<file path="src/rtl/iir_pkg.sv">
// Shared constants and sample type for the IIR filter stage and its decimator.
package iir_pkg;

    localparam int unsigned DATA_W     = 4;
    localparam int unsigned DECIM      = 4;
    localparam int unsigned LOG2_DECIM = 2;
    localparam int unsigned ACC_W      = DATA_W + LOG2_DECIM;

    typedef logic signed [DATA_W-1:0] sample_t;

    // Output register occupancy; the encoding doubles as out_valid.
    typedef enum logic {
        OUT_EMPTY = 1'b0,
        OUT_FULL  = 1'b1
    } out_state_e;

endpackage

</file>
<file path="src/rtl/iir_decimator_if.sv">
// Sample stream from the filter plus the decimated valid/ready output and status flag.
interface iir_decimator_if #(
    parameter int unsigned DATA_W = iir_pkg::DATA_W
);

    logic                     in_valid;
    logic signed [DATA_W-1:0] in_data;
    logic                     out_ready;
    logic                     out_valid;
    logic signed [DATA_W-1:0] out_data;
    logic                     overrun;

    modport master (
        output in_valid,
        output in_data,
        output out_ready,
        input  out_valid,
        input  out_data,
        input  overrun
    );

    modport slave (
        input  in_valid,
        input  in_data,
        input  out_ready,
        output out_valid,
        output out_data,
        output overrun
    );

endinterface

</file>
<file path="src/rtl/iir_decim_acc.sv">
// Accumulates DECIM signed samples; flags the completing sample and presents the
// floor-averaged result combinationally on that same cycle.
module iir_decim_acc #(
    parameter int unsigned DATA_W     = iir_pkg::DATA_W,
    parameter int unsigned DECIM      = iir_pkg::DECIM,
    parameter int unsigned LOG2_DECIM = iir_pkg::LOG2_DECIM,
    parameter int unsigned ACC_W      = DATA_W + LOG2_DECIM
) (
    input  logic                     clk,
    input  logic                     rst,
    input  logic                     sample_valid_i,
    input  logic signed [DATA_W-1:0] sample_i,
    output logic                     done_o_c,
    output logic signed [DATA_W-1:0] result_o_c
);

    localparam logic [LOG2_DECIM-1:0] LAST_CNT = LOG2_DECIM'(DECIM - 1);

    logic        [LOG2_DECIM-1:0] count_q;
    logic        [LOG2_DECIM-1:0] count_d;
    logic signed [ACC_W-1:0]      acc_q;
    logic signed [ACC_W-1:0]      acc_d;
    logic signed [ACC_W-1:0]      sample_ext;
    logic signed [ACC_W-1:0]      sum;

    // Sum including the current sample; the block-closing sample seeds the result.
    always_comb begin
        sample_ext = {{(ACC_W-DATA_W){sample_i[DATA_W-1]}}, sample_i};
        sum        = acc_q + sample_ext;
        done_o_c   = sample_valid_i && (count_q == LAST_CNT);
        result_o_c = DATA_W'(sum >>> LOG2_DECIM);

        count_d = count_q;
        acc_d   = acc_q;
        if (sample_valid_i) begin
            count_d = count_q + LOG2_DECIM'(1);
            acc_d   = done_o_c ? '0 : sum;
        end
    end

    always_ff @(posedge clk) begin
        if (rst) begin
            count_q <= '0;
            acc_q   <= '0;
        end else begin
            count_q <= count_d;
            acc_q   <= acc_d;
        end
    end

endmodule

</file>
<file path="src/rtl/iir_decimator.sv">
// Decimating averager behind the IIR filter: one averaged sample per DECIM inputs,
// delivered over valid/ready; results that find the output register occupied are dropped.
module iir_decimator
    import iir_pkg::*;
#(
    parameter int unsigned DATA_W     = iir_pkg::DATA_W,
    parameter int unsigned DECIM      = iir_pkg::DECIM,
    parameter int unsigned LOG2_DECIM = iir_pkg::LOG2_DECIM,
    parameter int unsigned ACC_W      = DATA_W + LOG2_DECIM
) (
    input  logic            clk,
    input  logic            rst,
    iir_decimator_if.slave  bus
);

    out_state_e               state_q;
    out_state_e               state_d;
    logic signed [DATA_W-1:0] data_q;
    logic signed [DATA_W-1:0] data_d;
    logic                     overrun_q;
    logic                     overrun_d;
    logic                     done_c;
    logic signed [DATA_W-1:0] result_c;
    logic                     xfer_c;

    iir_decim_acc #(
        .DATA_W     (DATA_W),
        .DECIM      (DECIM),
        .LOG2_DECIM (LOG2_DECIM),
        .ACC_W      (ACC_W)
    ) u_acc (
        .clk            (clk),
        .rst            (rst),
        .sample_valid_i (bus.in_valid),
        .sample_i       (bus.in_data),
        .done_o_c       (done_c),
        .result_o_c     (result_c)
    );

    // Output register occupancy, load/drain and overrun decisions.
    always_comb begin
        state_d   = state_q;
        data_d    = data_q;
        overrun_d = overrun_q;
        xfer_c    = (state_q == OUT_FULL) && bus.out_ready;

        unique case (state_q)
            OUT_EMPTY: begin
                if (done_c) begin
                    data_d  = result_c;
                    state_d = OUT_FULL;
                end
            end
            OUT_FULL: begin
                if (done_c && xfer_c) begin
                    data_d = result_c;
                end else if (done_c) begin
                    overrun_d = 1'b1;
                end else if (xfer_c) begin
                    state_d = OUT_EMPTY;
                end
            end
            default: state_d = OUT_EMPTY;
        endcase
    end

    always_ff @(posedge clk) begin
        if (rst) begin
            state_q   <= OUT_EMPTY;
            data_q    <= '0;
            overrun_q <= 1'b0;
        end else begin
            state_q   <= state_d;
            data_q    <= data_d;
            overrun_q <= overrun_d;
        end
    end

    assign bus.out_valid = (state_q == OUT_FULL);
    assign bus.out_data  = data_q;
    assign bus.overrun   = overrun_q;

endmodule

</file>
<file path="src/flat_wrapper.sv">
// flat-port wrapper written by rule: the top's interface ports become plain ports
module iir_decimator_flat import iir_pkg::*;
#(
    parameter int unsigned DATA_W     = iir_pkg::DATA_W,
    parameter int unsigned DECIM      = iir_pkg::DECIM,
    parameter int unsigned LOG2_DECIM = iir_pkg::LOG2_DECIM,
    parameter int unsigned ACC_W      = DATA_W + LOG2_DECIM
)
  (clk, rst, bus_in_valid, bus_in_data, bus_out_ready, bus_out_valid, bus_out_data, bus_overrun);
  iir_decimator_if #(.DATA_W(DATA_W)) bus_i ();
  input  logic clk;
  input  logic rst;
  input wire logic [$bits(bus_i.in_valid)-1:0] bus_in_valid;
  input wire logic [$bits(bus_i.in_data)-1:0] bus_in_data;
  input wire logic [$bits(bus_i.out_ready)-1:0] bus_out_ready;
  output wire logic [$bits(bus_i.out_valid)-1:0] bus_out_valid;
  output wire logic [$bits(bus_i.out_data)-1:0] bus_out_data;
  output wire logic [$bits(bus_i.overrun)-1:0] bus_overrun;
  assign bus_i.in_valid = bus_in_valid;
  assign bus_i.in_data = bus_in_data;
  assign bus_i.out_ready = bus_out_ready;
  assign bus_out_valid = bus_i.out_valid;
  assign bus_out_data = bus_i.out_data;
  assign bus_overrun = bus_i.overrun;
  iir_decimator #(.DATA_W(DATA_W), .DECIM(DECIM), .LOG2_DECIM(LOG2_DECIM), .ACC_W(ACC_W)) u_core (.clk(clk), .rst(rst), .bus(bus_i));
endmodule
</file>
<file path="config.mk">
export PLATFORM = sky130hd
export DESIGN_NAME = iir_decimator_flat
export DESIGN_NICKNAME = d
export VERILOG_FILES = /design/src/rtl/iir_pkg.sv /design/src/rtl/iir_decimator_if.sv /design/src/rtl/iir_decim_acc.sv /design/src/rtl/iir_decimator.sv /design/src/flat_wrapper.sv
export SDC_FILE = /design/constraint.sdc
export NUM_CORES = 1
export LEC_CHECK = 0
export ABC_AREA = 1
export CAP_MARGIN = 20
export CELL_PAD_IN_SITES_DETAIL_PLACEMENT = 1
export CELL_PAD_IN_SITES_GLOBAL_PLACEMENT = 1
export CORE_MARGIN = 2
export CORE_UTILIZATION = 32
export CTS_CLUSTER_DIAMETER = 50
export DETAILED_ROUTE_END_ITERATION = 12
export PLACE_DENSITY_LB_ADDON = 0.1
export SETUP_SLACK_MARGIN = 0.2
export SLEW_MARGIN = 20
export SYNTH_ARGS = -nofsm -noshare
export SYNTH_HDL_FRONTEND = slang
export SYNTH_HIERARCHICAL = 1
export SYNTH_SLANG_ARGS = --single-unit
</file>
<file path="constraint.sdc">
create_clock -name clk -period 1.7 [get_ports clk]
set_clock_uncertainty 0.1 [all_clocks]
set_input_delay 0.34 -clock clk [delete_from_list [all_inputs] [get_ports clk]]
set_output_delay 0.34 -clock clk [all_outputs]
set_load 0.02 [all_outputs]
</file>
==> flow_metrics.tcl <==
set metrics [dict create \
    cts_htree_levels 1 \
    report.final.hold_viol_count 0 \
    synth.ff_latch_count 14 \
    syn_inst 110 \
    worstPathArrival_ns 1.76 \
    routed-via-count 755 \
    detail_route.wirelength_um 2000 \
    via_per_inst 4.58 \
    layout-drive-gt1-share_pct 36.3 \
    globalRouteMet1Util_pct 17.3 \
    routabilityCongestion 0.748 \
    grt_start_max_net_pins 11 \
    grt_pass1_wl_um 3250 \
    static-leakage-power_uw 0.000543 \
    syn_area_per_cell_um2 7.26 \
    report.final.slew_viol_count 0 \
    die_w_um 53.9 \
    yosys.cell_types.count 19 \
    grt.overflow.total 0 \
    dieHeight_um 53.9 \
    setup_violations 0 \
    worstPathRequired_ns 1.80 \
    power_density_nw_per_um2 725 \
    rsz_0062_raised_after_global_routing "true" \
    relSlewSlack_pct 78.2 \
    fill_cells 303 \
    timing.setup.critical_path_class "reg -> reg" \
    final_nets 152 \
    hpwl_um 1460 \
    min-delay-path-class "reg -> reg" \
    fin_crit_sh_pct 97.6 \
    cts_buf_count 3 \
    floorplan.die_area_um2 2910 \
    cts.root.buffer_cell "sky130_fd_sc_hd__clkbuf_4" \
    drt-initial-drc-count 3 \
    grt_use_met3_pct 5.83 \
    critical_path.endpoint_type "register" \
    coreArea_um2 2410 \
    number_of_max_cap_violations 0 \
    post-route-cell-area_um2 1180 \
    place.port_buffers 13 \
    ir_drop_mv 0.621 \
    layout.cells.most_common_list "19 x sky130_fd_sc_hd__nand2_1, 13 x sky130_fd_sc_hd__a21oi_1, 13 x sky130_fd_sc_hd__inv_1" \
    synth_area_um2 798 \
    utilization_pct 49.1 \
    max_slew.worst_pin.slew_ns 0.327 \
    num_antenna_cells 0 \
    finalPower_uw 857 \
    worst_setup_path_start_kind "register" \
    firstDrtPassIters 4 \
    clkTransAtPathRegs_ns 0.08 \
    regArea_um2 289 \
    totalNegativeSetupSlack_ns 0 \
    drc_errors 0 \
    holdWs_ns 0.349 \
    row_count 18 \
    globalRoute.busiestLayer "met2" \
    run_status "finished, final reports clean" \
    antenna_violations_before_repair 0 \
    grt_util_met2_pct 29.7 \
    area_delta_synth_final_pct 48.1 \
    ios 14 \
    clkLatencyLatePin_ns 0.26 \
    number_of_nets_in_the_synthesized_netlist 125 \
    clkSinkCount 14 \
    initial_utilization_pct 33.1 \
    wl_per_cell_um 12.1 \
    number_of_global_route_vias_before_repair 755 \
    yosysSeqAreaShare_pct 35.1 \
    tritoncts_clock_tree "built" \
    layout_min_cycle_time_ns 1.66 \
    ys_warn_count 6 \
    ctsHoldBuffers 0 \
    grtUsageTotal_pct 16.0 \
    critical_path.max_fanout 2 \
    placement_cell_area_um2 1040 \
    multiInputGateArea_um2 559 \
    fmax_ghz 0.603 \
    route.antenna.remaining_nets 0 \
    cts-root-to-sink-buffers 2 \
    layout.cells.most_common "sky130_fd_sc_hd__nand2_1" \
]
-- registers in the layout, summed over array words and instances (netlist names) --
signal,cells
u_core/u_acc/acc_q,6
u_core/u_acc/count_q,2
u_core/bus.out_data,4
u_core/bus.out_valid,1
u_core/bus.overrun,1
-- through the flow --
stage	setup slack (ns)	std cells
final	0.0404	165
after detailed placement	-0.507	158
after global placement	-0.478	158
after global routing	-0.0516	165
after floorplan	0.107	110
after CTS	0.0301	162
-- cell usage after synthesis, drive strengths merged --
| master | n | area share [%] |
|---|---|---|
| nand2 | 27 | 13 |
| inv | 18 | 8.5 |
| a21oi | 16 | 11 |
| dfxtp | 14 | 35 |
| nand3 | 11 | 6.9 |
| nor2 | 7 | 4.2 |
| ha | 6 | 9.4 |
| xnor2 | 3 | 3.3 |
| and2 | 2 | 1.6 |
| buf | 1 | 0.94 |
| clkbuf | 1 | 0.47 |
| clkinv | 1 | 0.47 |
| fa | 1 | 2.5 |
| or2 | 1 | 0.78 |
| xor2 | 1 | 2.0 |
-- worst max-delay path, stage by stage, from the launching register on --
cell	delay (ns)
sky130_fd_sc_hd__dfxtp_2	0.35
sky130_fd_sc_hd__ha_4	0.13
sky130_fd_sc_hd__inv_2	0.03
sky130_fd_sc_hd__fa_2	0.34
sky130_fd_sc_hd__inv_2	0.06
sky130_fd_sc_hd__nand3_2	0.06
sky130_fd_sc_hd__nand2_2	0.08
sky130_fd_sc_hd__xor2_2	0.16
sky130_fd_sc_hd__buf_4	0.13
sky130_fd_sc_hd__nand2_2	0.04
sky130_fd_sc_hd__a21oi_2	0.11
-- report_power, final --
| part | leakage, uW | internal, uW | switching, uW |
|---|---|---|---|
| clock | 0.0000138 | 81.8 | 93.1 |
| sequential | 0.000116 | 352 | 20.2 |
| combinational | 0.000413 | 162 | 148 |
| total | 0.000543 | 596 | 261 |
-- cells by family after synthesis --
family                     count (synthesis)  share of synthesized area, %
xor gates and xnor gates                   4                          5.33
DFF                                       14                          35.1
and+or+nand+nor                           48                          26.8
buffers and inverters                     21                          10.3
adders and majority gates                  7                          11.9
AOI/OAI and AO/OA                         16                          10.5
-- final cells by class --
cell class	instances	area share, %
repair buffers	24	17.1
multi-input cells	75	47.3
flip-flops and latches	14	24.4
inverters	19	6.03
clock buffers	3	1.90
well taps	30	3.17
-- path summary, 6_finish.rpt --
path / endpoint / cells past startpoint / slack (ns) / startpoint
worst max-delay path: u_core/u_acc/acc_q[4]$_SDFFE_PP0P_ / 10 / 0.04 / u_core/u_acc/acc_q[0]$_SDFFE_PP0P_
worst min-delay path: u_core/bus.overrun$_SDFFE_PP0P_ / 2 / 0.35 / u_core/bus.overrun$_SDFFE_PP0P_
worst min register to register: u_core/bus.overrun$_SDFFE_PP0P_ / 2 / 0.35 / u_core/bus.overrun$_SDFFE_PP0P_
worst max register to register: u_core/u_acc/acc_q[4]$_SDFFE_PP0P_ / 10 / 0.04 / u_core/u_acc/acc_q[0]$_SDFFE_PP0P_
-- what timing repair did --
action / 4_1_cts / 5_1_grt
pin swaps: 5 / 8
resized for setup: 23 / 12
buffers inserted: 1 / 3
setup endpoints to repair: 15 / 6
-- per-layer routing --
layer  vias to the layer above  part of all wire [%]
li1                        394                     -
met1                       351                    42
met2                         8                    55
met3                         2                   2.9
met4                         0                  0.50
met5                         -                     0
(Power assumes the default switching activity.)
==> edit 1, RTL diff (same settings) <==
Take the reset off `data_q` and load it in a clocked block of its own.
--- a/src/rtl/iir_decimator.sv
+++ b/src/rtl/iir_decimator.sv
@@ -69,3 +69,2 @@
             state_q   <= OUT_EMPTY;
-            data_q    <= '0;
             overrun_q <= 1'b0;
@@ -73,5 +72,8 @@
             state_q   <= state_d;
-            data_q    <= data_d;
             overrun_q <= overrun_d;
         end
+    end
+
+    always_ff @(posedge clk) begin
+        data_q <= data_d;
     end
Behaviour: differs if rst is asserted again (counterexample within 10 cycles, from zero or initial values and one cycle with rst high); with rst held inactive, the same outputs for 10 cycles.
==> edit 1 against the original RTL <==
Combinational power decreased by 26%. Area after synthesis down 6.3%. Worst setup slack better by 0.11 ns. Final area down 9.5%. Routed wire length is 15% lower. Synthesized cell count down 19%. Power shrank 5.5%. Hold slack improved by 0.014 ns. Sequential cell count unchanged. Highest routed layer unchanged.
==> edit 1: results (changes against the original RTL) <==
• met3 capacity usage during global routing: 0.05143, was 0.05833
• delay of the slowest cell on the worst path: 0.35 ns, about the same
• Placer Congestion: 0.7871, was 0.7481
• run status: finished clean, unchanged
• via count of the first global-routing pass: 623, was 755
• met2 GRT Util: 0.2375, was 0.2967
• largest fanout of any net on the critical path: 2, unchanged
• worst slack after detailed placement: -0.4341 ns, was -0.5070 ns
• wire length of the first global-routing pass: 2697 µm, was 3249 µm
• GR Layer Usage met1: 0.1661, was 0.1732
• count of cells resized by post-cts repair: 16, was 23
• max FFs per register: 6, unchanged
• total wirelength of the detailed-routed design: 1690 µm, was 1997 µm
• arrival time reported for the critical path endpoint: 1.66 ns, was 1.76 ns
• main area contributors after synthesis: sky130_fd_sc_hd__dfxtp_1 (27%), sky130_fd_sc_hd__edfxtp_1 (16%), sky130_fd_sc_hd__nand2_1 (11%), was sky130_fd_sc_hd__dfxtp_1 (35%), sky130_fd_sc_hd__nand2_1 (12%), sky130_fd_sc_hd__a21oi_1 (9.4%)
• HPWL Detailed: 1288 µm, was 1459 µm
• number of flops mapped to enable cells by yosys: 4, was 0
• worst voltage drop across the vdd grid: 639.8 µV, was 621.4 µV
• async set or reset register ratio after synthesis: 0, unchanged
• setup repair bufs after CTS: 0, was 1
• Net Count, Synth: 104, was 125
• wire length on met3: 69 µm, was 58 µm
• insertion delay to the later sink of the worst-skew pair: 0.28 ns, was 0.26 ns
• beginning of the worst register-to-register path: u_core/u_acc/acc_q[0]$_SDFFE_PP0P_, unchanged
• length of routed met2 wiring: 848 µm, was 1095 µm
• gr usage total: 0.1387, was 0.1596
• CTS Buf Count: 3, unchanged
• count of unique library cells instantiated by Yosys: 18, was 19
• fraction of layout instances using a drive strength above 1: 0.2870, was 0.3630
• register area share after synthesis: 0.4281, was 0.3511
• commonest cells in the synthesized netlist: sky130_fd_sc_hd__nand2_1 (22), sky130_fd_sc_hd__inv_1 (13), sky130_fd_sc_hd__a21oi_1 (11), sky130_fd_sc_hd__dfxtp_1 (10), sky130_fd_sc_hd__nand3_1 (7), was sky130_fd_sc_hd__nand2_1 (25), sky130_fd_sc_hd__inv_1 (16), sky130_fd_sc_hd__a21oi_1 (15), sky130_fd_sc_hd__dfxtp_1 (14), sky130_fd_sc_hd__nand3_1 (11)
• worst reg2reg path depth: 9, was 10
• number of DRC markers in iteration 0: 0, was 3
• Highest Signal Layer: met4, unchanged
• reg2reg setup slack: 0.15 ns, was 0.04 ns
• hold_ws: 0.3626 ns, was 0.3488 ns
• Leakage: 0.0004718 µW, was 0.0005430 µW
• number of nets in the finished design: 131, was 152
• worst-case headroom to the max-slew limit: 0.8553, was 0.7818
• class of the worst hold path: register to register, unchanged
• First-pass DRT Iterations: 1, was 4
• number of vias per cell after detailed routing: 4.448, was 4.576
• Met1 Wirelength: 762 µm, was 832 µm
[edit 1: changes by cell type in the layout (fill, tap and decap cells not counted), moves of 3 or more]
cell and change:
sky130_fd_sc_hd__a21oi_1 -3, sky130_fd_sc_hd__edfxtp_1 +4, sky130_fd_sc_hd__nand2_2 -6, sky130_fd_sc_hd__nor2_1 -4
[edit 1: power breakdown]
| group | leakage, µW | switching [µW] | internal [µW] | total, µW |
|---|---|---|---|---|
| registers | 0.000119 | 18.5 | 372 | 390 |
| clock network | 0.0000154 | 105 | 85.0 | 190 |
| logic | 0.000337 | 112 | 117 | 229 |
[edit 1: final cells by class]
class | instances | area [µm²]
multi-input combinational | 60 | 437.9
tap | 28 | 35.03
sequential | 14 | 324.1
fill | 276 | 1142
clock inverter | 1 | 3.754
inverter | 14 | 52.55
clock buffer | 3 | 22.52
timing repair buffer | 23 | 193.9
[edit 1: cell families (layout without fill, tap and decap cells)]
group / after synthesis / after routing / share of synthesized area
flip-flops: 14 / 14 / 0.4281
XOR/XNOR: 4 / 4 / 0.05687
AND/OR/NAND/NOR: 36 / 36 / 0.2157
AO/OA/AOI/OAI: 13 / 13 / 0.09699
adder cells (fa/ha/maj): 7 / 7 / 0.1271
buffers and inverters: 15 / 41 / 0.07525
[edit 1: through the flow]
step | cells | instance area [µm²]
2_1_floorplan | 89 | 777.0
3_3_place_gp | 138 | 1006
3_5_place_dp | 138 | 1006
4_1_cts | 142 | 1054
5_1_grt | 143 | 1070
6_report | 143 | 1070
[edit 1: how the worst max path moves through the flow]
stage          depth (start not counted)                                from  slack (ns)                                  to
5_1_grt                                9  u_core/u_acc/acc_q[0]$_SDFFE_PP0P_        0.05  u_core/u_acc/acc_q[4]$_SDFFE_PP0P_
3_3_place_gp                          10                      bus_in_data[0]       -0.39  u_core/u_acc/acc_q[4]$_SDFFE_PP0P_
4_1_cts                                9  u_core/u_acc/acc_q[0]$_SDFFE_PP0P_        0.11  u_core/u_acc/acc_q[4]$_SDFFE_PP0P_
3_5_place_dp                          10                      bus_in_data[0]       -0.43  u_core/u_acc/acc_q[4]$_SDFFE_PP0P_
2_1_floorplan                          9                      bus_in_data[0]        0.18  u_core/u_acc/acc_q[4]$_SDFFE_PP0P_
6_report                               9  u_core/u_acc/acc_q[0]$_SDFFE_PP0P_        0.15  u_core/u_acc/acc_q[4]$_SDFFE_PP0P_
[edit 1: critical path: cells and delay by family, from the launching register on]
family	cells	cell delay, ns
AND/OR/NAND/NOR	3	0.19
flip-flops	1	0.35
XOR/XNOR	1	0.16
AO/OA/AOI/OAI	1	0.10
buffers and inverters	2	0.09
adder cells (fa/ha/maj)	2	0.48
==> edit 2, RTL diff (same settings) <==
Without the edit above. The package constant `DATA_W` goes from 4 to 6.
--- a/src/rtl/iir_pkg.sv
+++ b/src/rtl/iir_pkg.sv
@@ -3,3 +3,3 @@
 
-    localparam int unsigned DATA_W     = 4;
+    localparam int unsigned DATA_W     = 6;
     localparam int unsigned DECIM      = 4;
Interface: changed (resized bus_in_data and bus_out_data); port bits go from 14 to 18. No check against the original RTL was run, so the function may have changed too.
==> edit 2 against the original RTL <==
The run now ends with setup timing left. Worst setup slack worse by 0.13 ns. Sequential cell count up 4. Routed wire length up 40%. Area after synthesis up 37%. Power up 43%. Sequential power up 29%. Cell count up 40%. Final area up 41%. Largest cell class unchanged. Highest routed layer is now met3.
==> edit 2: results (changes against the original RTL) <==
• run status: complete, but fails checks, was finished clean
• failing checks: setup timing
• count of unique library cells instantiated by Yosys: 20, was 19
• number of nets in the finished design: 205, was 152
• length of routed met2 wiring: 1480 µm, was 1095 µm
• reg2reg setup slack: -0.09 ns, was 0.04 ns
• worst reg2reg path depth: 12, was 10
• wire length on met3: 59 µm, was 58 µm
• wire length of the first global-routing pass: 4836 µm, was 3249 µm
• max FFs per register: 8, was 6
• HPWL Detailed: 2155 µm, was 1459 µm
• fraction of layout instances using a drive strength above 1: 0.3622, was 0.3630
• Highest Signal Layer: met3, was met4
• fillcell total: 424, was 303
• via count of the first global-routing pass: 1090, was 755
• number of DRC markers in iteration 0: 18, was 3
• net switching share of the total power: 0.3283, was 0.3046
• final setup vio count: 3, was 0
• number of buffers inserted by port buffering: 17, was 13
• via total after detailed routing: 1070, was 755
• TNS Setup: -0.1221 ns, was 0 ns
• setup ws final: -0.09317 ns, was 0.04045 ns
• final standard cell area without fillers: 0.001670 mm², was 0.001182 mm²
• Leakage: 0.0007657 µW, was 0.0005430 µW
• family with the most delay on the worst path: simple AND/OR/NAND/NOR gates, was adder cells
[edit 2: area by class of cell]
| type | count | area share |
|---|---|---|
| timing repair buffer | 32 | 0.1820 |
| multi-input combinational | 109 | 0.4914 |
| tap | 46 | 0.03446 |
| inverter | 22 | 0.04944 |
| sequential | 18 | 0.2210 |
| clock buffer | 4 | 0.02172 |
[edit 2: power by group through the flow]
stage / clock (µW) / combinational, µW / sequential [µW]
2_1_floorplan: 0 / 245 / 484
3_3_place_gp: 0 / 367 / 484
3_5_place_dp: 0 / 384 / 486
4_1_cts: 285 / 431 / 480
5_1_grt: 310 / 525 / 485
6_report: 269 / 474 / 480
[edit 2: cell families after synthesis]
group           count (synthesis)
fa+ha+maj                       9
xor+xnor                        5
flops                          18
simple gates                   75
compound gates                 20
buf+inv                        25
[edit 2: repair_timing]
item | in CTS | in global routing
setup buffers | 3 | 1
pin swaps | 16 | 18
resized for setup | 37 | 17
endpoints found under the setup margin | 21 | 13
